`config.mk`:
```
export PLATFORM = sky130hd
export DESIGN_NAME = ofs1p3_serializer
export DESIGN_NICKNAME = d
export VERILOG_FILES = /design/src/rtl/ofs1p3_serializer.sv
export SDC_FILE = /design/constraint.sdc
export NUM_CORES = 1
export LEC_CHECK = 0
export CORE_MARGIN = 3
export CORE_UTILIZATION = 41
export DETAILED_ROUTE_END_ITERATION = 10
export PLACE_DENSITY = 0.8
export SETUP_SLACK_MARGIN = 0.15
export SYNTH_ARGS = -nofsm -noshare
export SYNTH_HDL_FRONTEND = slang
export SYNTH_SLANG_ARGS = --single-unit
```
`constraint.sdc`:
```
create_clock -name CLK -period 1.6 [get_ports CLK]
set_clock_uncertainty 0.1 [all_clocks]
set_input_delay 0.16 -clock CLK [delete_from_list [all_inputs] [get_ports CLK]]
set_output_delay 0.16 -clock CLK [all_outputs]
set_load 0.01 [all_outputs]
```
`src/rtl/ofs1p3_serializer.sv`:
```
// ofs1p3_serializer: parallel-to-serial output register with valid/ready intake,
// clock-enabled serial flop on Q/OE and a one-cycle DONE pulse at stream end.
module ofs1p3_serializer #(
    parameter int    WIDTH     = 8,
    parameter int    LSB_FIRST = 1,
    parameter string REGSET    = "RESET"
) (
    input  logic             CLK,
    input  logic             LSR,
    input  logic             SP,
    input  logic [WIDTH-1:0] DATA,
    input  logic             VALID,
    output logic             READY,
    output logic             Q,
    output logic             OE,
    output logic             DONE
);
    localparam int   CW     = $clog2(WIDTH);
    localparam logic IDLE_Q = (REGSET == "SET");

    typedef enum logic {IDLE, SHIFT} state_t;

    state_t           state, state_n;
    logic [WIDTH-2:0] sr, sr_n;
    logic [CW-1:0]    cnt, cnt_n;
    logic             q_n, oe_n, done_n;
    logic             accept;

    assign READY  = (state == IDLE) || (cnt == '0);
    assign accept = READY && VALID && SP;

    always_ff @(posedge CLK or posedge LSR) begin
        if (LSR) begin
            state <= IDLE;
            sr    <= '0;
            cnt   <= '0;
            Q     <= IDLE_Q;
            OE    <= 1'b0;
            DONE  <= 1'b0;
        end else begin
            state <= state_n;
            sr    <= sr_n;
            cnt   <= cnt_n;
            Q     <= q_n;
            OE    <= oe_n;
            DONE  <= done_n;
        end
    end

    // sr always holds the remaining bits in shift order; a new word may load
    // straight over the last bit so streams run without an idle gap.
    always_comb begin
        state_n = state;
        sr_n    = sr;
        cnt_n   = cnt;
        q_n     = Q;
        oe_n    = OE;
        done_n  = 1'b0;
        if (accept) begin
            state_n = SHIFT;
            q_n     = LSB_FIRST ? DATA[0] : DATA[WIDTH-1];
            sr_n    = LSB_FIRST ? DATA[WIDTH-1:1] : DATA[WIDTH-2:0];
            cnt_n   = CW'(WIDTH - 1);
            oe_n    = 1'b1;
        end else if (SP && state == SHIFT && cnt != '0) begin
            q_n   = LSB_FIRST ? sr[0] : sr[WIDTH-2];
            sr_n  = LSB_FIRST ? sr >> 1 : sr << 1;
            cnt_n = cnt - 1'b1;
        end else if (SP && state == SHIFT) begin
            state_n = IDLE;
            q_n     = IDLE_Q;
            oe_n    = 1'b0;
            done_n  = 1'b1;
        end
    end
endmodule

```
==> qor.yml <==
pwr-share-clk_pct: 12.0
worst_pin_slew_ns: 0.4814
cp_slowest_cell: "dfrtp_1"
vias: 563
status: "finished clean"
drv_slew: 0
powerDensity_nw_per_um2: 1568
die_w_um: 48.11
dieArea_um2: 2314
r2r_start: "cnt[1]$_DFFE_PP0P_"
grt_max_degree: 14
worstHoldPathType: "in -> async"
avgRoutedWirePerCell_um: 13.22
synth-simple-area-share_pct: 15.49
critPathKind: "reg -> out"
ys_types: 21
cts_buffer_depth: 2
wirelength_mm: 1.534
ios: 16
layout_common_cells: "dfrtp_1, buf_4, clkdlybuf4s50_1, nand2b_1, a2bb2oi_2"
leakage_nw: 0.4629
clkSinkCount: 13
crit_buf_inv: 3
fin_crit_sh_pct: 96.59
internal_power_mw: 1.154
numCtsBuffers: 3
hold_viol: 0
synth.area.top_cells: "dfrtp_1, a2bb2oi_2, mux2i_1"
place_congestion: 0.7862
place_area_um2: 983.4
yosys.area_share.adder_pct: 3.442
die_y_um: 48.11
seq_area_frac_synth_pct: 44.75
finalInstanceArea_um2: 1105
start_util_pct: 45.60
rsz0062_at_grt: "yes"
final_cells: 116
dp.cells: 108
min_period_ns: 1.545
viasPerCell: 4.853
swShare_pct: 33.40
drt_iter0_markers: 4
ir_worst_vdd_mv: 0.9052
grt_pass1_vias: 597
synth_top_family_by_area: "compound AO/OA/AOI/OAI gates"
synth_top_area_share_pct: 44.75
drc: 0
synth_largest_area_cell: "dfrtp_1"
path_cells: "inv_2, ha_4, ha_4, nor2b_4, inv_2, buf_6"
yosysWarnings: 0
synth-seq-cells: 13
nNetsFinal: 107
critPathArrivalTime_ns: 1.29
io_buffer_count: 15
synthMuxAreaShare_pct: 8.262
crit_path_max_incr_delay_ns: 0.36
syn-cell-area_um2: 726.9
path_clk_slew_ns: 0.08
worstSkewPairLatency_ns: 0.28
ant_nets: 0
switchingPower_uw: 578.7
synthXorXnorAreaFrac_pct: 0
grtUsageTotal_pct: 16.78
required_ns: 1.34
rows: 14
core_area_um2: 1594
fmax_mhz: 647.1
cts-root-buf: "clkbuf_4"
drive_gt1_share_pct: 42.39
crit_fanout: 2
startpoint: "cnt[1]$_DFFE_PP0P_"
antenna_found_initial: 0
dp_hpwl_mm: 1.083
cts_tree: "built"
syn2layout_area_growth_pct: 51.98
overflow: 0
final.setup.tns_ns: 0
htreeDepth: 1
grt_pass1_wl_mm: 2.635
crit_family: "flip-flops"
dr.pass1.iters: 4
syn_nets: 75
cp-end-kind: "primary output"
netlist_instances: 61
post-route-util_pct: 69.31
startpoint_type: "flop"
final-setup-viol-count: 0
antenna_cells: 0
cap_violations: 0
syn_avg_cell_area_um2: 11.92
relSlewSlack_pct: 67.87
combPwrFrac_pct: 55.6
synth_compound_gate_area_share_pct: 22.03
pwr-share-seq_pct: 32.4
power_mw: 1.732
[sequential cells by signal, indices dropped and copies added (netlist names)]
name   flops
sr         7
cnt        3
state      1
DONE       1
Q          1
[cells in the mapped netlist]
cell / number
dfrtp_1: 13
a2bb2oi_2: 8
nand2b_1: 8
mux2i_1: 6
inv_1: 5
a21oi_1: 2
buf_2: 2
ha_1: 2
nand3_1: 2
nand4_1: 2
a21o_1: 1
a22o_1: 1
and2_1: 1
buf_6: 1
inv_2: 1
nand2_1: 1
nand4b_1: 1
nor2b_4: 1
nor3b_1: 1
o21a_2: 1
o21ai_1: 1
[final timing paths]
| path | to | slack (ns) | cells after the start |
|---|---|---|---|
| worst max register to register | sr[2]$_DFFE_PP0P_ | 0.08 | 8 |
| worst min-delay path | DONE$_DFF_PP0_ | 0.09 | 2 |
| max in group asynchronous | sr[3]$_DFFE_PP0P_ | 0.99 | 2 |
| worst min register to register | sr[6]$_DFFE_PP0P_ | 0.43 | 2 |
| worst max-delay path | READY | 0.05 | 6 |
| min in group CLK | sr[6]$_DFFE_PP0P_ | 0.36 | 3 |
[kinds of logic (layout without fill, tap and decap cells)]
| logic type | after synthesis | count (layout) |
|---|---|---|
| flip-flops | 13 | 13 |
| adder cells (fa/ha/maj) | 2 | 2 |
| AND/OR/NAND/NOR | 17 | 17 |
| multiplexers | 6 | 6 |
| AO/OA/AOI/OAI | 14 | 15 |
| buffers and inverters | 9 | 39 |
[cell type report]
type                    count  area, µm²
clock buffers               4      26.28
flip-flops and latches     13      325.3
multi-input cells          40      439.2
repair buffers             29      261.5
well taps                  24      30.03
fillers                   116      489.2
inverters                   6      22.52
[stage by stage]
step | setup slack, ns | hold slack [ns]
after floorplan | 0.1054 | -0.06304
after global placement | -0.01176 | 0.4043
after detailed placement | -0.03764 | 0.4121
after CTS | 0.04808 | 0.1058
after global routing | -0.03290 | 0.1251
final | 0.05461 | 0.08920
[worst reg2reg max path, cell delays in order (launching register included)]
cell       delay (ns)
dfrtp_1          0.36
inv_2            0.05
ha_4             0.15
ha_4             0.16
nor2b_4          0.12
inv_2            0.05
buf_6            0.15
mux2i_4          0.19
a2bb2oi_2        0.13
[per-layer routing]
layer | wire (µm) | share of wire, % | GRT usage (%) | vias up
met5 | 0 | 0 | 0 | -
met4 | 20 | 1.3 | 4.839 | 0
met3 | 63 | 4.1 | 4.428 | 2
met2 | 796 | 52 | 28.50 | 11
met1 | 654 | 43 | 20.86 | 270
li1 | - | - | - | 280
[repair_timing]
| item | CTS | global route |
|---|---|---|
| hold buffers | 0 | 0 |
| setup buffers | 3 | 0 |
| endpoints found under the setup margin | 13 | 13 |
| pin swaps | 3 | 1 |
| gates cloned | 1 | 0 |
| gates resized for setup | 14 | 5 |
[power by group through the flow]
| stage | logic (mW) | registers [mW] | clock network [mW] |
|---|---|---|---|
| floorplan | 0.512 | 0.550 | 0 |
| global placement | 0.758 | 0.548 | 0 |
| detailed placement | 0.782 | 0.556 | 0 |
| CTS | 0.923 | 0.550 | 0.214 |
| global route | 1.05 | 0.578 | 0.229 |
| finish | 0.962 | 0.562 | 0.208 |
Note: power is estimated with default switching activity, not from simulation.
